<file path="config.mk">
export PLATFORM = sky130hd
export DESIGN_NAME = jk_cmd_sequencer
export DESIGN_NICKNAME = d
export VERILOG_FILES = /design/src/rtl/jk_cmd_sequencer.sv
export SDC_FILE = /design/constraint.sdc
export NUM_CORES = 1
export LEC_CHECK = 0
export ABC_AREA = 0
export BUFFER_PORTS_ARGS = -buffer_cell sky130_fd_sc_hd__buf_2
export CELL_PAD_IN_SITES_DETAIL_PLACEMENT = 0
export CELL_PAD_IN_SITES_GLOBAL_PLACEMENT = 2
export CORE_AREA = 2 2 77 79
export DETAILED_ROUTE_END_ITERATION = 6
export DIE_AREA = 0 0 79 81
export HOLD_SLACK_MARGIN = 0.05
export PLACE_DENSITY = 0.7
export REMOVE_ABC_BUFFERS = 1
export SYNTH_ARGS = -nofsm -noshare
export SYNTH_HDL_FRONTEND = slang
export SYNTH_SLANG_ARGS = --single-unit
export TNS_END_PERCENT = 5
</file>
<file path="constraint.sdc">
create_clock -name clk_i -period 2.3 [get_ports clk_i]
set_clock_uncertainty 0.15 [all_clocks]
set_input_delay 0.23 -clock clk_i [delete_from_list [all_inputs] [get_ports clk_i]]
set_output_delay 0.23 -clock clk_i [all_outputs]
set_load 0.005 [all_outputs]
</file>
<file path="src/rtl/jk_cmd_sequencer.sv">
// Command sequencer for a JK flip-flop: queues hold/reset/set/toggle commands, replays each on
// registered j/k for a programmable length, and checks the flip-flop feedback against a local model.
module jk_cmd_sequencer #(
    parameter int unsigned DEPTH = 4,
    parameter int unsigned GAP   = 1,
    parameter int unsigned LEN_W = 4
) (
    input  logic                       clk_i,
    input  logic                       reset_i,
    input  logic                       cmd_valid_i,
    output logic                       cmd_ready_o,
    input  logic [1:0]                 cmd_i,
    input  logic [LEN_W-1:0]           cmd_len_i,
    output logic                       j_out_o,
    output logic                       k_out_o,
    output logic                       ff_reset_o,
    input  logic                       q_fb_i,
    input  logic                       qn_fb_i,
    output logic                       exp_q_o,
    output logic                       busy_o,
    output logic [$clog2(DEPTH):0]     level_o,
    output logic                       err_o,
    input  logic                       err_clr_i
);

    localparam int unsigned PTR_W  = $clog2(DEPTH);
    localparam int unsigned LVL_W  = PTR_W + 1;
    localparam int unsigned ENT_W  = 2 + LEN_W;
    localparam int unsigned GCNT_W = (GAP > 1) ? $clog2(GAP) : 1;

    typedef enum logic [1:0] {
        S_IDLE,
        S_DRIVE,
        S_GAP
    } state_t;

    logic [ENT_W-1:0]  mem_q [DEPTH];
    logic [PTR_W-1:0]  wr_ptr_q, rd_ptr_q;
    logic [LVL_W-1:0]  level_q;
    logic              push_c, pop_c, fifo_ne_c;
    logic [1:0]        head_cmd_c;
    logic [LEN_W-1:0]  head_len_c;

    state_t            state_q, state_d;
    logic [1:0]        jk_q, jk_d;
    logic [LEN_W-1:0]  cnt_q, cnt_d;
    logic [GCNT_W-1:0] gcnt_q, gcnt_d;
    logic              try_load_c;

    logic              ff_reset_q, exp_q_q, chk_en_q, err_q, mismatch_c;

    assign fifo_ne_c   = (level_q != '0);
    assign cmd_ready_o = !reset_i && !ff_reset_q && (level_q < LVL_W'(DEPTH));
    assign push_c      = cmd_valid_i && cmd_ready_o;
    assign head_cmd_c  = mem_q[rd_ptr_q][ENT_W-1 -: 2];
    assign head_len_c  = mem_q[rd_ptr_q][LEN_W-1:0];

    // FIFO storage carries no reset; only pointers and occupancy are cleared.
    always_ff @(posedge clk_i) begin
        if (push_c) begin
            mem_q[wr_ptr_q] <= {cmd_i, cmd_len_i};
        end
    end

    always_ff @(posedge clk_i) begin
        if (reset_i) begin
            wr_ptr_q <= '0;
            rd_ptr_q <= '0;
            level_q  <= '0;
        end else begin
            if (push_c) wr_ptr_q <= wr_ptr_q + PTR_W'(1);
            if (pop_c)  rd_ptr_q <= rd_ptr_q + PTR_W'(1);
            case ({push_c, pop_c})
                2'b10:   level_q <= level_q + LVL_W'(1);
                2'b01:   level_q <= level_q - LVL_W'(1);
                default: level_q <= level_q;
            endcase
        end
    end

    // Next-state logic; any state that finishes its work falls into a load attempt on the same edge.
    always_comb begin
        state_d    = state_q;
        jk_d       = jk_q;
        cnt_d      = cnt_q;
        gcnt_d     = gcnt_q;
        pop_c      = 1'b0;
        try_load_c = 1'b0;
        case (state_q)
            S_IDLE: try_load_c = 1'b1;
            S_DRIVE: begin
                if (cnt_q != '0) begin
                    cnt_d = cnt_q - LEN_W'(1);
                end else if (GAP != 0) begin
                    jk_d    = 2'b00;
                    gcnt_d  = GCNT_W'(GAP - 1);
                    state_d = S_GAP;
                end else begin
                    try_load_c = 1'b1;
                end
            end
            S_GAP: begin
                if (gcnt_q != '0) gcnt_d = gcnt_q - GCNT_W'(1);
                else              try_load_c = 1'b1;
            end
            default: state_d = S_IDLE;
        endcase
        if (try_load_c) begin
            if (fifo_ne_c) begin
                pop_c   = 1'b1;
                jk_d    = head_cmd_c;
                cnt_d   = (head_len_c == '0) ? '0 : head_len_c - LEN_W'(1);
                state_d = S_DRIVE;
            end else begin
                jk_d    = 2'b00;
                state_d = S_IDLE;
            end
        end
    end

    assign mismatch_c = (q_fb_i != exp_q_q) || (qn_fb_i != !q_fb_i);

    always_ff @(posedge clk_i) begin
        if (reset_i) begin
            state_q    <= S_IDLE;
            jk_q       <= 2'b00;
            cnt_q      <= '0;
            gcnt_q     <= '0;
            ff_reset_q <= 1'b1;
            exp_q_q    <= 1'b0;
            chk_en_q   <= 1'b0;
            err_q      <= 1'b0;
        end else begin
            state_q    <= state_d;
            jk_q       <= jk_d;
            cnt_q      <= cnt_d;
            gcnt_q     <= gcnt_d;
            ff_reset_q <= 1'b0;
            chk_en_q   <= !ff_reset_q;
            if (ff_reset_q) begin
                exp_q_q <= 1'b0;
            end else begin
                case (jk_q)
                    2'b01:   exp_q_q <= 1'b0;
                    2'b10:   exp_q_q <= 1'b1;
                    2'b11:   exp_q_q <= !exp_q_q;
                    default: exp_q_q <= exp_q_q;
                endcase
            end
            // Clear has priority over a mismatch seen on the same edge.
            if (err_clr_i)                    err_q <= 1'b0;
            else if (chk_en_q && mismatch_c)  err_q <= 1'b1;
        end
    end

    assign j_out_o    = jk_q[1];
    assign k_out_o    = jk_q[0];
    assign ff_reset_o = ff_reset_q;
    assign exp_q_o    = exp_q_q;
    assign err_o      = err_q;
    assign level_o    = level_q;
    assign busy_o     = (state_q != S_IDLE) || fifo_ne_c;

endmodule
</file>
==> flow_summary.json, run 1 <==
{
  "syn_area_um2": 1880,
  "wire_per_inst_um": 13.2,
  "synthSimpleGateAreaFrac": 0.119,
  "cts_root_buf": "clkbuf_8",
  "dieArea_um2": 6400,
  "gp_congestion": 0.731,
  "cap_violations": 0,
  "syn_to_final_growth_pct": 22.5,
  "hold_path.class": "input pin to flip-flop",
  "leakagePower_nw": 0.843,
  "synthesis.instances": 142,
  "first_iter_violations": 40,
  "setup_ws_ns": 0.122,
  "setup-violations-final": 0,
  "fin_nets": 198,
  "place_ws_ns": 0.00820,
  "ys_seq_elements": 45,
  "place_area_um2": 2080,
  "crit_type": "flip-flop to flip-flop",
  "port_buffers": 21,
  "drt-pass1-iter-count": 3,
  "cts_tree": "done",
  "synth-xor-area-share": 0.0280,
  "grt_max_degree": 22,
  "vias_per_cell": 4.64,
  "wirelength_um": 3370,
  "clockBufferDepth": 2,
  "pin_count": 22,
  "hpwlAfterDp_um": 2480,
  "yosysWarnings": 0,
  "power_density_nw_per_um2": 978,
  "synth_mux_area_frac": 0.0893,
  "grt_overflow": 0,
  "period_needed_ns": 2.18,
  "run_status": "completed",
  "grtUsageTotal": 0.119,
  "synth_fa_ha_area_frac": 0.0506,
  "slew_headroom": 0.744,
  "cts_sinks": 45,
  "finish.instance_area_um2": 2300,
  "antenna_found_initial": 0,
  "worst-path-max-fanout": 5,
  "initial_core_util": 0.331,
  "critPathLaunchType": "flip-flop",
  "crit_arrival_ns": 2.25,
  "avgSynthCellArea_um2": 13.2,
  "drive_gt1_frac": 0.278,
  "grt_pass1_vias": 1218,
  "n_antenna_cell": 0,
  "grt_pass1_wl_um": 5780,
  "critPathCaptureType": "flip-flop",
  "core.rowCount": 28,
  "clock_latency_ns": 0.29,
  "finalHoldViolCount": 0,
  "cts_buffers": 5,
  "clk_pin_slew_ns": 0.09,
  "htreeDepth": 2,
  "worst-slew-pin-transition_ns": 0.383,
  "hold_slack_ns": 0.148,
  "die_h_um": 81,
  "rsz0062_at_grt": "false",
  "routed-via-count": 1184,
  "cp.required_ns": 2.38,
  "yosysSeqAreaShare": 0.608,
  "synth-compound-area-share": 0.0746,
  "coreArea_um2": 5680,
  "synth_cell_types": 43,
  "finalCritPeriodShare": 0.947,
  "die_x_um": 79,
  "fin_setup_tns_ns": 0,
  "synth_top_cell_by_area": "edfxtp_1",
  "vdd_drop_max_uv": 361,
  "synth_top_family_by_area": "simple AND/OR/NAND/NOR gates",
  "drc_errors": 0,
  "p_total_mw": 2.25,
  "maxSlewViolCount": 0,
  "postRouteAntennaNets": 0,
  "ys_top_cells_by_area": "edfxtp_1 (38%), dfxtp_1 (22%), mux4_1 (4.2%)",
  "synth_top_area_frac": 0.384,
  "max_freq_ghz": 0.459
}
## repair_timing
action                                  4_1_cts  5_1_grt
hold endpoints to repair                     25        0
gates resized for setup                       2        6
endpoints found under the setup margin        1        1
hold buffers                                  7        0
cloned                                        0        0
setup buffers                                 0        2
pin swaps                                     0        1
## registers in the layout, summed over array words and instances (netlist names), named ones only
signal / flops
wr_ptr_q: 2
jk_q: 2
rd_ptr_q: 2
mem_q: 24
err_o: 1
level_o: 3
chk_en_q: 1
exp_q_o: 1
ff_reset_o: 1
cnt_q: 4
state_q: 2
## kinds of logic after synthesis
logic type / Yosys count
muxes: 8
xor gates and xnor gates: 6
adders and majority gates: 7
and+or+nand+nor: 42
AOI/OAI and AO/OA: 21
DFF: 45
buffers and inverters: 13
## cell type report
cell class	count	area (um^2)
clock buffer	5	68.8
tap	75	93.8
inverter	9	33.8
multi-input combinational	84	688
clock inverter	3	46.3
timing repair buffer	34	220
fill	555	3370
sequential	45	1150
## worst max-delay path, stage by stage, from the launching register on
cell and delay, ns:
dfxtp_4 0.37, nor3_2 0.05, or2_2 0.28, clkinv_1 0.07, ha_2 0.18, inv_1 0.06, fa_2 0.33, xor2_1 0.16
or3_1 0.33, a21oi_2 0.12
## where the power goes
part           switching (mW)  internal (mW)
logic                   0.311          0.317
registers              0.0914          0.941
clock network           0.264          0.325
total                   0.667           1.58
## layout by cell type, fill, tap and decap left out, types with 3 or more instances in the layout
cell | netlist | final
nor2_1 | 13 | 13
inv_1 | 8 | 8
dfxtp_1 | 21 | 18
and3_1 | 4 | 4
nand3b_1 | 3 | 3
a21oi_1 | 8 | 7
clkbuf_8 | 0 | 5
nor3_1 | 5 | 5
buf_2 | 1 | 21
xnor2_1 | 4 | 4
ha_1 | 6 | 5
buf_4 | 0 | 6
mux4_2 | 3 | 3
nand2_1 | 6 | 6
edfxtp_1 | 24 | 24
dlygate4sd3_1 | 0 | 7
mux4_1 | 3 | 3
## Yosys cell counts (all sizes together)
master,number
a221oi,1
a311oi,1
or3,1
clkbuf,1
nor3,6
xor2,2
clkinv,1
nor3b,1
a21oi,8
or2,1
inv,8
o211ai,2
nor4,1
and2,1
mux4,6
mux2i,1
o21a,1
a211oi,2
and3,4
or3b,1
nand2b,1
a31oi,1
and4b,1
xnor2,4
ha,6
mux2,1
a2111oi,1
nor2,14
fa,1
nand2,6
buf,3
o21ai,3
o32ai,1
nand3b,3
edfxtp,24
dfxtp,21
nor2b,1
## routing by layer
layer | GRT usage | vias to the layer above | share of wire
li1 | - | 597 | -
met1 | 0.147 | 570 | 0.46
met2 | 0.199 | 13 | 0.50
met3 | 0.0344 | 4 | 0.029
met4 | 0.0414 | 0 | 0.010
met5 | 0 | - | 0
## worst paths after layout
| check | start | endpoint | slack, ns | depth (start not counted) |
|---|---|---|---|---|
| worst max-delay path | level_o[2] | level_o[2] | 0.12 | 9 |
| worst max register to register | level_o[2] | level_o[2] | 0.12 | 9 |
| worst min register to register | ff_reset_o | chk_en_q | 0.32 | 1 |
| worst min-delay path | qn_fb_i | err_o | 0.15 | 4 |
## through the flow
| stage | utilization | std cells |
|---|---|---|
| CTS | 0.400 | 253 |
| finish | 0.405 | 255 |
| detailed placement | 0.367 | 238 |
| global placement | 0.367 | 238 |
| floorplan | - | 138 |
| global route | 0.405 | 255 |
Power figures use the tool's default switching activity.
==> run 2: changes to the inputs <==
- PLACE_DENSITY: 0.7 -> default
- PLACE_DENSITY_LB_ADDON: default -> 0.1
==> flow_summary.json, run 2 (synthesized netlist as in run 1, its figures left out) <==
{
  "cts_root_buf": "clkbuf_8",
  "place_area_um2": 2100,
  "critPathCaptureType": "flip-flop",
  "n_antenna_cell": 0,
  "fin_nets": 199,
  "pin_count": 22,
  "finalCritPeriodShare": 0.953,
  "setup_ws_ns": 0.109,
  "hold_path.class": "input pin to flip-flop",
  "initial_core_util": 0.331,
  "maxSlewViolCount": 0,
  "hpwlAfterDp_um": 2620,
  "cp.required_ns": 2.39,
  "largest_reg_flops": 24,
  "cts_tree": "done",
  "clock_latency_ns": 0.30,
  "coreArea_um2": 5680,
  "dieArea_um2": 6400,
  "place_ws_ns": 0.0778,
  "r2r_setup_slack_ns": 0.11,
  "p_comb_frac": 0.288,
  "grt_overflow": 0,
  "first_iter_violations": 74,
  "run_status": "completed",
  "min-delay-start": "qn_fb_i",
  "max_freq_ghz": 0.456,
  "wirelength_um": 3620,
  "holdPathEnd": "err_o",
  "grtUsageTotal": 0.126,
  "die_x_um": 79,
  "htreeDepth": 2,
  "cts_sinks": 45,
  "worst-path-max-fanout": 5,
  "finish.instance_area_um2": 2320,
  "crit_arrival_ns": 2.28,
  "cap_violations": 0,
  "drive_gt1_frac": 0.282,
  "p_total_mw": 2.32,
  "cts_buffers": 5,
  "holdPathStages": 4,
  "vdd_drop_max_uv": 429,
  "power_density_nw_per_um2": 999,
  "postRouteAntennaNets": 0,
  "routed-via-count": 1220,
  "layout_commonest_cell": "edfxtp_1",
  "rsz0062_at_grt": "false",
  "setup-violations-final": 0,
  "vias_per_cell": 4.77,
  "r2r-start": "level_o[2]",
  "slew_headroom": 0.747,
  "drc_errors": 0,
  "r2r_cells": 9,
  "leakagePower_nw": 0.855,
  "period_needed_ns": 2.19,
  "port_buffers": 21,
  "syn_to_final_growth_pct": 23.6,
  "grt_pass1_wl_um": 6070,
  "worst-slew-pin-transition_ns": 0.378,
  "clk_pin_slew_ns": 0.10,
  "grt_max_degree": 22,
  "wire_per_inst_um": 14.1,
  "layout_common_cells": "edfxtp_1 (24), buf_2 (21), dfxtp_1 (17)",
  "crit_type": "flip-flop to flip-flop",
  "intPower_mw": 1.61,
  "antenna_found_initial": 0,
  "pwr-share-clk": 0.270,
  "final_cell_count_no_fill": 256,
  "top_register": "mem_q",
  "finish.utilization": 0.409,
  "core.rowCount": 28,
  "p_seq_frac": 0.443,
  "switching_share": 0.305,
  "finalHoldViolCount": 0,
  "critPathLaunchType": "flip-flop",
  "startpoint": "level_o[2]",
  "place_inst": 240,
  "grt_pass1_vias": 1223,
  "clockBufferDepth": 2,
  "r2r_end": "level_o[2]",
  "die_h_um": 81,
  "power_switching_uw": 707,
  "drt-pass1-iter-count": 4,
  "gp_congestion": 0.681
}
[run 2: cell count changes in the layout (fill, tap and decap cells not counted)]
| cell | change |
|---|---|
| buf_4 | +1 |
| clkinvlp_4 | -1 |
| dfxtp_1 | -1 |
| dfxtp_2 | +1 |
| fa_1 | +1 |
| fa_2 | -1 |
| ha_2 | -1 |
| ha_4 | +1 |
| inv_8 | +1 |
[run 2: what timing repair did]
action,in CTS,in global routing
endpoints found under the hold margin,25,0
gates resized for setup,0,9
hold buffers,7,0
setup endpoints to repair,0,1
setup buffers,0,1
[run 2: power by group through the flow]
stage | clock [mW] | combinational, mW | sequential, mW
final | 0.625 | 0.667 | 1.03
after CTS | 0.647 | 0.637 | 1.03
after detailed placement | 0 | 0.622 | 1.05
after global routing | 0.684 | 0.743 | 1.04
after global placement | 0 | 0.618 | 1.04
after floorplan | 0 | 0.416 | 1.03
[run 2: cell type report]
| type | instances | area [um^2] |
|---|---|---|
| flip-flops and latches | 45 | 1150 |
| inverters | 9 | 33.8 |
| fillers | 574 | 3350 |
| well taps | 75 | 93.8 |
| clock inverters | 3 | 50.0 |
| repair buffers | 35 | 228 |
| clock buffers | 5 | 68.8 |
| multi-input cells | 84 | 696 |
[run 2: worst max path at each step]
| stage | end |
|---|---|
| final | level_o[2] |
| after floorplan | level_o[2] |
| after global routing | level_o[2] |
| after CTS | level_o[2] |
| after detailed placement | level_o[2] |
| after global placement | level_o[2] |
[run 2: metal layers]
metal / GRT usage / share of wire / up-vias
li1: - / - / 602
met1: 0.157 / 0.45 / 591
met2: 0.213 / 0.49 / 22
met3: 0.0344 / 0.044 / 5
met4: 0.0414 / 0.012 / 0
met5: 0 / 0 / -
[run 2: critical path, cell delays in order (launching register included)]
cell and delay, ns:
dfxtp_4 0.38, nor3_2 0.05, or2_2 0.28, clkinv_1 0.09
ha_4 0.13, inv_1 0.05, fa_1 0.37, xor2_1 0.16
or3_1 0.33, a21oi_2 0.13
[run 2: through the flow]
step	hold slack (ns)	setup TNS (ns)
detailed placement	0.251	0
CTS	0.124	0
global route	0.171	0
finish	0.129	0
global placement	0.245	0
floorplan	0.108	-0.00555
